==> src/rtl/uart_pkg.sv <==
// uart_pkg: shared types and default constants for the UART receive path.
//   rx_state_t      receive FSM state encoding
//   OVERSAMPLE_DEF  default rx_clk ticks per bit period
//   DATA_BITS_DEF   default data bits per frame
package uart_pkg;

  typedef enum logic [2:0] {
    IDLE,
    START,
    DATA,
    PARITY,
    STOP
  } rx_state_t;

  localparam int OVERSAMPLE_DEF = 16;
  localparam int DATA_BITS_DEF  = 8;

endpackage

==> src/rtl/uart_sync_edge.sv <==
// uart_sync_edge: two-flop synchroniser for an asynchronous level, with an
// optional rising-edge detector on the synchronised signal.
// Ports:
//   clk    in   system clock
//   rst_n  in   asynchronous active-low reset
//   d      in   asynchronous input
//   q      out  EDGE=0: synchronised level
//               EDGE=1: one-clk pulse on each rising edge of the synced level
// Parameters:
//   RST_VAL  reset value of the synchroniser flops (idle level of d)
//   EDGE     selects the output form
module uart_sync_edge #(
  parameter bit RST_VAL = 1'b0,
  parameter bit EDGE    = 1'b0
) (
  input  logic clk,
  input  logic rst_n,
  input  logic d,
  output logic q
);

  logic s1;
  logic s2;

  always_ff @(posedge clk or negedge rst_n) begin
    if (!rst_n) begin
      s1 <= RST_VAL;
      s2 <= RST_VAL;
    end else begin
      s1 <= d;
      s2 <= s1;
    end
  end

  generate
    if (EDGE) begin : g_edge
      logic prev;

      always_ff @(posedge clk or negedge rst_n) begin
        if (!rst_n) prev <= RST_VAL;
        else        prev <= s2;
      end

      assign q = s2 & ~prev;
    end else begin : g_level
      assign q = s2;
    end
  endgenerate

endmodule

==> src/rtl/uart_rx_deser.sv <==
// uart_rx_deser: UART receive deserializer. Runs on clk and uses rx_clk
// (16x-baud oversample clock) only as a rate reference; every FSM step is
// gated by a one-clk tick taken from the synchronised rising edge of rx_clk.
// Ports:
//   clk         in   system clock
//   rst_n       in   asynchronous active-low reset
//   rx_clk      in   oversample reference from the baud generator
//   rx          in   serial line, idle high, asynchronous
//   rx_data     out  received word, stable while rx_valid=1
//   rx_valid    out  word available, held until accepted
//   rx_ready    in   consumer accepts when rx_valid & rx_ready
//   frame_err   out  stop bit of the delivered word was sampled low
//   parity_err  out  parity mismatch on the delivered word
//   overrun     out  one-clk pulse: a completed word was dropped
//   busy        out  FSM is outside IDLE
module uart_rx_deser
  import uart_pkg::*;
#(
  parameter int DATA_BITS  = DATA_BITS_DEF,
  parameter int OVERSAMPLE = OVERSAMPLE_DEF,
  parameter bit PARITY_EN  = 1'b0,
  parameter bit PARITY_ODD = 1'b0
) (
  input  logic                 clk,
  input  logic                 rst_n,
  input  logic                 rx_clk,
  input  logic                 rx,
  output logic [DATA_BITS-1:0] rx_data,
  output logic                 rx_valid,
  input  logic                 rx_ready,
  output logic                 frame_err,
  output logic                 parity_err,
  output logic                 overrun,
  output logic                 busy
);

  localparam int CNT_W = $clog2(OVERSAMPLE);
  localparam int IDX_W = $clog2(DATA_BITS);
  localparam logic [CNT_W-1:0] CNT_HALF = CNT_W'(OVERSAMPLE / 2 - 1);
  localparam logic [CNT_W-1:0] CNT_LAST = CNT_W'(OVERSAMPLE - 1);
  localparam logic [IDX_W-1:0] IDX_LAST = IDX_W'(DATA_BITS - 1);

  logic tick;
  logic rx_s;

  uart_sync_edge #(.RST_VAL(1'b0), .EDGE(1'b1)) u_sync_clk (
    .clk   (clk),
    .rst_n (rst_n),
    .d     (rx_clk),
    .q     (tick)
  );

  uart_sync_edge #(.RST_VAL(1'b1), .EDGE(1'b0)) u_sync_rx (
    .clk   (clk),
    .rst_n (rst_n),
    .d     (rx),
    .q     (rx_s)
  );

  rx_state_t            state;
  logic [CNT_W-1:0]     cnt;
  logic [IDX_W-1:0]     bit_idx;
  logic [DATA_BITS-1:0] shreg;
  logic                 perr_q;
  logic                 complete;

  // Receive FSM; busy is kept in step with every state change.
  always_ff @(posedge clk or negedge rst_n) begin
    if (!rst_n) begin
      state   <= IDLE;
      busy    <= 1'b0;
      cnt     <= '0;
      bit_idx <= '0;
      shreg   <= '0;
      perr_q  <= 1'b0;
    end else if (tick) begin
      case (state)
        IDLE: begin
          if (!rx_s) begin
            state <= START;
            busy  <= 1'b1;
            cnt   <= '0;
          end
        end
        START: begin
          if (cnt == CNT_HALF) begin
            cnt <= '0;
            if (rx_s) begin
              state <= IDLE;
              busy  <= 1'b0;
            end else begin
              state   <= DATA;
              bit_idx <= '0;
              perr_q  <= 1'b0;
            end
          end else begin
            cnt <= cnt + 1'b1;
          end
        end
        DATA: begin
          if (cnt == CNT_LAST) begin
            cnt   <= '0;
            // LSB arrives first, so shifting in at the MSB leaves it at bit 0.
            shreg <= {rx_s, shreg[DATA_BITS-1:1]};
            if (bit_idx == IDX_LAST) state <= PARITY_EN ? PARITY : STOP;
            else                     bit_idx <= bit_idx + 1'b1;
          end else begin
            cnt <= cnt + 1'b1;
          end
        end
        PARITY: begin
          if (cnt == CNT_LAST) begin
            cnt    <= '0;
            perr_q <= (^shreg) ^ rx_s ^ PARITY_ODD;
            state  <= STOP;
          end else begin
            cnt <= cnt + 1'b1;
          end
        end
        STOP: begin
          if (cnt == CNT_LAST) begin
            cnt   <= '0;
            state <= IDLE;
            busy  <= 1'b0;
          end else begin
            cnt <= cnt + 1'b1;
          end
        end
        default: begin
          state <= IDLE;
          busy  <= 1'b0;
          cnt   <= '0;
        end
      endcase
    end
  end

  // Frame completes on the stop-bit sample tick; delivery lands on the next clk.
  assign complete = tick && (state == STOP) && (cnt == CNT_LAST);

  // Output holding register. An accept in the same cycle as a completion
  // frees the slot, so the new word replaces the old one without overrun.
  always_ff @(posedge clk or negedge rst_n) begin
    if (!rst_n) begin
      rx_data    <= '0;
      rx_valid   <= 1'b0;
      frame_err  <= 1'b0;
      parity_err <= 1'b0;
      overrun    <= 1'b0;
    end else begin
      overrun <= 1'b0;
      if (rx_valid && rx_ready) begin
        rx_valid   <= 1'b0;
        frame_err  <= 1'b0;
        parity_err <= 1'b0;
      end
      if (complete) begin
        if (!rx_valid || rx_ready) begin
          rx_data    <= shreg;
          rx_valid   <= 1'b1;
          frame_err  <= ~rx_s;
          parity_err <= perr_q;
        end else begin
          overrun <= 1'b1;
        end
      end
    end
  end

endmodule

==> config.mk <==
export PLATFORM = sky130hd
export DESIGN_NAME = uart_rx_deser
export DESIGN_NICKNAME = d
export VERILOG_FILES = /design/src/rtl/uart_pkg.sv /design/src/rtl/uart_sync_edge.sv /design/src/rtl/uart_rx_deser.sv
export SDC_FILE = /design/constraint.sdc
export NUM_CORES = 1
export LEC_CHECK = 0
export CORE_MARGIN = 10
export CORE_UTILIZATION = 55
export DETAILED_ROUTE_END_ITERATION = 8
export PLACE_DENSITY = 0.84
export RECOVER_POWER = 25
export SETUP_SLACK_MARGIN = 0.1
export SLEW_MARGIN = 10
export SYNTH_ARGS = -nofsm -noshare
export SYNTH_HDL_FRONTEND = slang
export SYNTH_SLANG_ARGS = --single-unit
==> constraint.sdc <==
create_clock -name clk -period 2.1 [get_ports clk]
set_input_delay 0.315 -clock clk [delete_from_list [all_inputs] [get_ports clk]]
set_output_delay 0.315 -clock clk [all_outputs]
set_load 0.01 [all_outputs]
==> results.py, run 1 <==
metrics = {
    "run_status": {
        "status": "complete, no violations",
    },
    "clock_network": {
        "cts_max_path_buffers": 2,
        "path_clk_slew_ns": 0.11,
        "clock_latency_ns": 0.35,
        "post_cts_resized": 0,
        "tritoncts": "built",
        "clock-sinks": 37,
        "post_cts_buffers": 0,
        "cts-root-buf": "clkbuf_4",
        "hold_buffers": 0,
        "cts_inserted_buffers": 5,
        "h-tree-depth": 2,
    },
    "floorplanning": {
        "initial_core_util_pct": 57.48,
        "row_count": 20,
        "dieArea_um2": 5885,
        "die_y_um": 76.72,
        "die_x_um": 76.72,
        "core-area_um2": 3078,
        "io-pin-count": 18,
    },
    "critical_path": {
        "path_class": "flip-flop to flip-flop",
        "critical_path.slowest_cell": "dfrtp_1",
        "cp-end-kind": "flip-flop",
        "critPathMaxFanout": 12,
        "cp.arrival_ns": 1.96,
        "path_cells": "nor3_2 > a21oi_2 > nand4_2 > mux2_2",
        "critPathLaunchType": "flip-flop",
        "max_stage_delay_ns": 0.57,
        "worstPathRequired_ns": 2.34,
    },
    "sta": {
        "min_period_ns": 1.723,
        "fmax_ghz": 0.5803,
        "final-max-slew-violation-count": 0,
        "finalCritPeriodShare_pct": 82.06,
        "setup_ws_ns": 0.3768,
        "slew_headroom_pct": 40.27,
        "worstMarginPinSlew_ns": 0.8959,
        "fin_setup_tns_ns": 0,
        "hold_viol_final": 0,
        "final-setup-viol-count": 0,
        "skew_ns": 0.007470,
        "rsz0062_at_grt": "false",
    },
    "power_and_ir_drop": {
        "p_clk_share_pct": 21.1,
        "p_comb_share_pct": 24.1,
        "intPower_mw": 1.105,
        "swShare_pct": 35.01,
        "power.switching_mw": 0.5952,
        "p_leak_nw": 0.9304,
        "pwr_density_cell_nw_per_um2": 841.7,
        "max-vdd-ir-drop_mv": 0.5108,
        "p_seq_share_pct": 54.7,
    },
    "global_routing": {
        "grt_usage_pct": 11.28,
        "use_met1_pct": 12.37,
        "grt_start_max_net_pins": 38,
        "antenna_found_initial": 0,
        "use_met3_pct": 5.361,
        "grt_overflow": 0,
        "busiest_layer": "met2",
        "grt_pass1_vias": 1169,
        "use_met2_pct": 18.38,
        "grt_pass1_wl_um": 5416,
    },
    "routing": {
        "drtAntennaViolNets": 0,
        "drc_errors": 0,
        "wl_per_cell_um": 15.38,
        "vias_per_cell": 5.524,
        "routed_wl_um": 3198,
        "drtPass1Iterations": 4,
        "via_count": 1149,
        "first_iter_violations": 36,
    },
    "synth": {
        "synth_edf_count": 0,
        "synthTopCellsByArea": "dfrtp_1 50%, mux2_2 11%, dfstp_2 3.0%, nand2_1 3.0%, xnor2_1 2.5%",
        "seq_area_frac_synth_pct": 52.48,
        "syn_area_per_cell_um2": 12.46,
        "yosys.area.top_type_share_pct": 49.50,
        "async_reset_ff_share_pct": 100.0,
        "synth_area_um2": 1769,
        "synth.ff_latch_count": 37,
        "synth-main-ff-cell": "dfrtp_1",
        "yosys.area.top_type": "dfrtp_1",
        "yosys_warnings": 0,
        "synth_fp_nets": 150,
        "synth.distinct_cells": 42,
        "postSynthCellCount": 142,
    },
    "run": {
        "drv_cap": 0,
    },
    "layout": {
        "final_cell_area_um2": 2019,
        "fill_cells": 252,
        "n_antenna_cell": 0,
        "final_nets": 172,
        "synthToLayoutAreaGrowth_pct": 14.14,
        "drive_gt1_share_pct": 21.95,
        "final_util_pct": 65.61,
    },
    "placement": {
        "place_hpwl_um": 2315,
        "port-buffer-count": 17,
        "place_congestion": 0.8348,
        "detailedPlace.worstSlack_ns": 0.4149,
        "placed_cell_area_um2": 1972,
    },
    "worst_hold_path": {
        "min_path_type": "flip-flop to flip-flop",
    },
}
-- synth_stat cells (3+ instances only) --
| cell type | n |
|---|---|
| mux2_2 | 17 |
| nor2_1 | 3 |
| nand3_1 | 4 |
| xnor2_1 | 5 |
| o31ai_1 | 3 |
| o21ai_0 | 8 |
| a21o_1 | 5 |
| dfrtp_1 | 35 |
| and3_1 | 3 |
| nand2b_1 | 3 |
| nand2_1 | 14 |
| inv_1 | 5 |
| ha_1 | 3 |
-- logic make-up (layout without fill, tap and decap cells) --
family / Yosys count / in the layout / share of synthesized area [%]
flip-flops: 37 / 37 / 52.48
multiplexers: 20 / 20 / 12.59
AND/OR/NAND/NOR: 41 / 41 / 16.05
buffers and inverters: 8 / 30 / 2.758
adder cells (fa/ha/maj): 3 / 3 / 2.122
AO/OA/AOI/OAI: 26 / 26 / 9.760
XOR/XNOR: 7 / 7 / 4.243
-- area by class of cell --
class / count / area, µm² / share of cell area [%]
clock buffers: 6 / 41.29 / 2.045
repair buffers: 18 / 175.2 / 8.674
inverters: 5 / 18.77 / 0.9294
flip-flops and latches: 37 / 928.4 / 45.97
multi-input cells: 97 / 792.0 / 39.22
well taps: 44 / 55.05 / 2.726
clock inverters: 1 / 8.758 / 0.4337
-- layer usage --
layer | routed length [µm] | share of wire (%) | vias to the layer above
met1 | 1372 | 43 | 571
li1 | - | - | 551
met3 | 208 | 6.5 | 7
met5 | 0 | 0 | -
met2 | 1564 | 49 | 20
met4 | 53 | 1.7 | 0
-- power groups by stage --
stage	clock [mW]	combinational [mW]	sequential (mW)
2_1_floorplan	0	0.410	0.861
3_3_place_gp	0	0.389	0.930
3_5_place_dp	0	0.410	0.940
4_1_cts	0.376	0.412	0.928
5_1_grt	0.405	0.456	0.945
6_report	0.360	0.410	0.930
-- state kept, by name (all words and copies together), names as in the netlist --
signal,cells
shreg,8
busy,1
bit_idx,3
frame_err,1
state,3
perr_q,1
parity_err,1
u_sync_clk.g_edge.prev,1
u_sync_clk.s2,1
rx_valid,1
rx_data,8
u_sync_rx.q,1
cnt,4
overrun,1
u_sync_clk.s1,1
u_sync_rx.s1,1
-- layout by cell type, fill, tap and decap left out, types with 2 or more instances in the layout --
| cell type | netlist | final |
|---|---|---|
| nand2b_1 | 3 | 3 |
| mux2_2 | 17 | 17 |
| dlygate4sd3_1 | 0 | 3 |
| inv_1 | 5 | 5 |
| clkdlybuf4s50_1 | 0 | 14 |
| dfrtp_1 | 35 | 35 |
| nor3b_4 | 2 | 2 |
| ha_1 | 3 | 3 |
| xnor2_1 | 5 | 5 |
| and3_1 | 3 | 3 |
| o31ai_1 | 3 | 3 |
| mux2i_1 | 2 | 2 |
| nand2_1 | 14 | 14 |
| nand3_1 | 4 | 4 |
| o21ai_0 | 8 | 8 |
| a21o_1 | 5 | 5 |
| clkbuf_4 | 0 | 5 |
| a31oi_1 | 2 | 2 |
| nor2_1 | 3 | 3 |
| dfstp_2 | 2 | 2 |
-- final timing paths --
check,slack (ns),startpoint,to,cells after the start
max reg2reg,0.38,state[0]$_DFFE_PN0P_,state[1]$_DFFE_PN0P_,4
min reg2reg,0.36,u_sync_clk.s1$_DFF_PN0_,u_sync_clk.s2$_DFF_PN0_,0
max,0.38,state[0]$_DFFE_PN0P_,state[1]$_DFFE_PN0P_,4
min,0.36,u_sync_clk.s1$_DFF_PN0_,u_sync_clk.s2$_DFF_PN0_,0
min in group asynchronous,0.61,rst_n,bit_idx[0]$_DFFE_PN0P_,2
max in group asynchronous,0.93,rst_n,cnt[1]$_DFFE_PN0P_,2
-- worst max-delay path: cells and delay by family, from the launching register on --
kind	cells	cell delay, ns
muxes	1	0.35
AOI/OAI and AO/OA	1	0.16
and+or+nand+nor	2	0.53
DFF	1	0.57
-- per-stage QoR --
step / hold slack, ns / power [mW] / cells
2_1_floorplan: 0.01941 / 1.271 / 142
4_1_cts: 0.3505 / 1.716 / 208
5_1_grt: 0.3697 / 1.806 / 208
3_3_place_gp: 0.3363 / 1.318 / 201
6_report: 0.3641 / 1.700 / 208
3_5_place_dp: 0.3451 / 1.350 / 201
(Power assumes the default switching activity.)
==> run 2, diff against run 1 <==
--- a/config.mk
+++ b/config.mk
@@ -6,9 +6,9 @@
 export NUM_CORES = 1
 export LEC_CHECK = 0
 export CORE_MARGIN = 10
-export CORE_UTILIZATION = 55
+export CORE_UTILIZATION = 50
 export DETAILED_ROUTE_END_ITERATION = 8
-export PLACE_DENSITY = 0.84
+export PLACE_DENSITY = 0.8
 export RECOVER_POWER = 25
 export SETUP_SLACK_MARGIN = 0.1
 export SLEW_MARGIN = 10
==> constraint.sdc (replaced) <==
create_clock -name clk -period 1.5 [get_ports clk]
set_input_delay 0.225 -clock clk [delete_from_list [all_inputs] [get_ports clk]]
set_output_delay 0.225 -clock clk [all_outputs]
set_load 0.01 [all_outputs]
==> run 2 against run 1 <==
Compared with the run above: the flow now finishes with violations (setup timing); sequential share of layout area down 8.6 points; sequential power up 38%; setup slack worse by 0.45 ns; fmax up 9.7%; clock power up 100%; sequential cell count unchanged; non-clock buffer count up 27; critical path depth up 1; power up 98%; wire length up 29%; final area up 24%.
==> results.py, run 2 (same netlist as run 1, synthesis figures left out) <==
metrics = {
    "layout": {
        "synthToLayoutAreaGrowth_pct": 41.16,
        "drive_gt1_share_pct": 46.11,
        "n_antenna_cell": 0,
        "finalNonFillerCells": 239,
        "reg_top3": "rx_data (8), shreg (8), cnt (4)",
        "final_common_cell": "dfrtp_1",
        "fill_cells": 216,
        "mostFrequentLayoutCells": "31 x dfrtp_1, 18 x buf_4, 13 x dlygate4sd2_1",
        "final_nets": 200,
    },
    "floorplanning": {
        "core-area_um2": 3390,
        "dieArea_um2": 6318,
        "io-pin-count": 18,
        "die_x_um": 79.49,
        "die_y_um": 79.49,
        "row_count": 21,
        "initial_core_util_pct": 52.20,
    },
    "sta": {
        "slew_headroom_pct": 40.73,
        "rsz0062_at_grt": "true",
        "worstMarginPinSlew_ns": 0.8891,
        "hold_viol_final": 0,
        "setup_ws_ns": -0.07091,
        "skew_ns": 0.01382,
        "fmax_ghz": 0.6366,
        "final-max-slew-violation-count": 0,
        "finalCritPeriodShare_pct": 104.7,
        "final-setup-viol-count": 17,
        "min_period_ns": 1.571,
        "fin_setup_tns_ns": -0.5298,
    },
    "clock_network": {
        "cts_max_path_buffers": 2,
        "tritoncts": "built",
        "clock-sinks": 37,
        "clock_latency_ns": 0.35,
        "cts_inserted_buffers": 5,
        "path_clk_slew_ns": 0.11,
        "h-tree-depth": 2,
        "cts-root-buf": "clkbuf_4",
    },
    "run_status": {
        "status": "finished, violations left",
        "violations": "setup timing",
    },
    "critical_path": {
        "rr_worst_depth": 5,
        "startpoint": "state[1]$_DFFE_PN0P_",
        "path_class": "flip-flop to flip-flop",
        "critPathMaxFanout": 7,
        "cp.arrival_ns": 1.80,
        "worstSetupEndpoint": "rx_data[3]$_DFFE_PN0P_",
        "r2r-start": "state[1]$_DFFE_PN0P_",
        "r2r-end": "rx_data[3]$_DFFE_PN0P_",
        "path_cells": "buf_12 > nor3b_4 > buf_6 > nand3_4 > mux2_4",
        "critPathLaunchType": "flip-flop",
        "cp-end-kind": "flip-flop",
        "reg2reg_slack_ns": -0.07,
        "worstPathRequired_ns": 1.73,
        "max_stage_delay_ns": 0.45,
        "critical_path.slowest_cell": "dfrtp_2",
    },
    "worst_hold_path": {
        "min_path_type": "flip-flop to flip-flop",
    },
    "global_routing": {
        "grt_pass1_wl_um": 6913,
        "use_met3_pct": 3.941,
        "grt_overflow": 0,
        "busiest_layer": "met2",
        "use_met2_pct": 24.76,
        "grt_usage_pct": 13.88,
        "use_met1_pct": 15.50,
        "grt_start_max_net_pins": 38,
        "antenna_found_initial": 0,
        "grt_pass1_vias": 1407,
    },
    "power_and_ir_drop": {
        "pwr_density_cell_nw_per_um2": 1346,
        "max-vdd-ir-drop_mv": 0.8474,
        "p_leak_nw": 1.192,
    },
    "routing": {
        "drtAntennaViolNets": 0,
        "wl_per_cell_um": 17.29,
        "drc_errors": 0,
        "drtPass1Iterations": 4,
        "first_iter_violations": 62,
        "routed_wl_um": 4132,
        "vias_per_cell": 5.473,
        "via_count": 1308,
    },
    "placement": {
        "place_hpwl_um": 2522,
        "dp.cells": 216,
        "port-buffer-count": 17,
        "place_congestion": 0.9520,
    },
    "run": {
        "drv_cap": 0,
    },
}
run 2: changes by cell type in the layout (fill, tap and decap cells not counted), sizes merged:
cell,change
clkinvlp,+1
bufinv,+1
clkdlybuf4s50,-13
clkinv,-1
dlygate4sd2,+13
buf,+27
nand3,+1
run 2: final cells by class:
type / count / area, µm² / area share, %
clock buffers: 6 / 51.30 / 2.054
clock inverters: 2 / 37.54 / 1.503
inverters: 5 / 18.77 / 0.7515
multi-input cells: 98 / 985.9 / 39.48
flip-flops and latches: 37 / 933.4 / 37.37
well taps: 46 / 57.56 / 2.305
repair buffers: 45 / 412.9 / 16.53
run 2: worst max-delay path: cells and delay by family, from the launching register on:
kind,cells,cell delay [ns]
flops,1,0.45
simple gates,2,0.35
mux,1,0.34
buf+inv,2,0.31
run 2: worst min path at each step:
stage / from / end / slack (ns) / depth (start not counted)
detailed placement: u_sync_clk.s1$_DFF_PN0_ / u_sync_clk.s2$_DFF_PN0_ / 0.34 / 0
floorplan: rst_n / bit_idx[0]$_DFFE_PN0P_ / -0.07 / 0
finish: u_sync_rx.s1$_DFF_PN1_ / u_sync_rx.q$_DFF_PN1_ / 0.37 / 0
CTS: rst_n / overrun$_DFF_PN0_ / 0.24 / 2
global route: u_sync_rx.s1$_DFF_PN1_ / u_sync_rx.q$_DFF_PN1_ / 0.37 / 0
global placement: u_sync_clk.s1$_DFF_PN0_ / u_sync_clk.s2$_DFF_PN0_ / 0.33 / 0
run 2: power by group:
part / internal (mW) / total [mW] / switching, mW
Clock: 0.396 / 0.733 / 0.337
Combinational: 0.730 / 1.35 / 0.617
Sequential: 1.11 / 1.28 / 0.173
Total: 2.23 / 3.36 / 1.13
run 2: repair_timing:
item	4_1_cts	5_1_grt
pin swaps	15	13
endpoints found under the setup margin	43	29
gates resized for setup	46	16
cloned	1	0
hold buffers	0	0
endpoints found under the hold margin	0	0
buffers inserted	11	3
run 2: stage by stage:
step                      area, µm²  hold slack (ns)  worst slack [ns]  utilization, %  power, mW
after floorplan                1788         -0.07059           0.04792               -      1.803
after global placement         2103           0.3344          -0.02767           62.05      2.031
after detailed placement       2103           0.3434          -0.08975           62.05      2.094
after CTS                      2429           0.2382          -0.02617           71.65      3.211
after global routing           2497           0.3707           -0.1170           73.68      3.535
final                          2497           0.3660          -0.07091           73.68      3.362
run 2: per-layer routing:
metal	vias up	wire length, µm
li1	609	-
met1	665	1638
met2	27	2249
met3	7	165
met4	0	79
met5	-	0
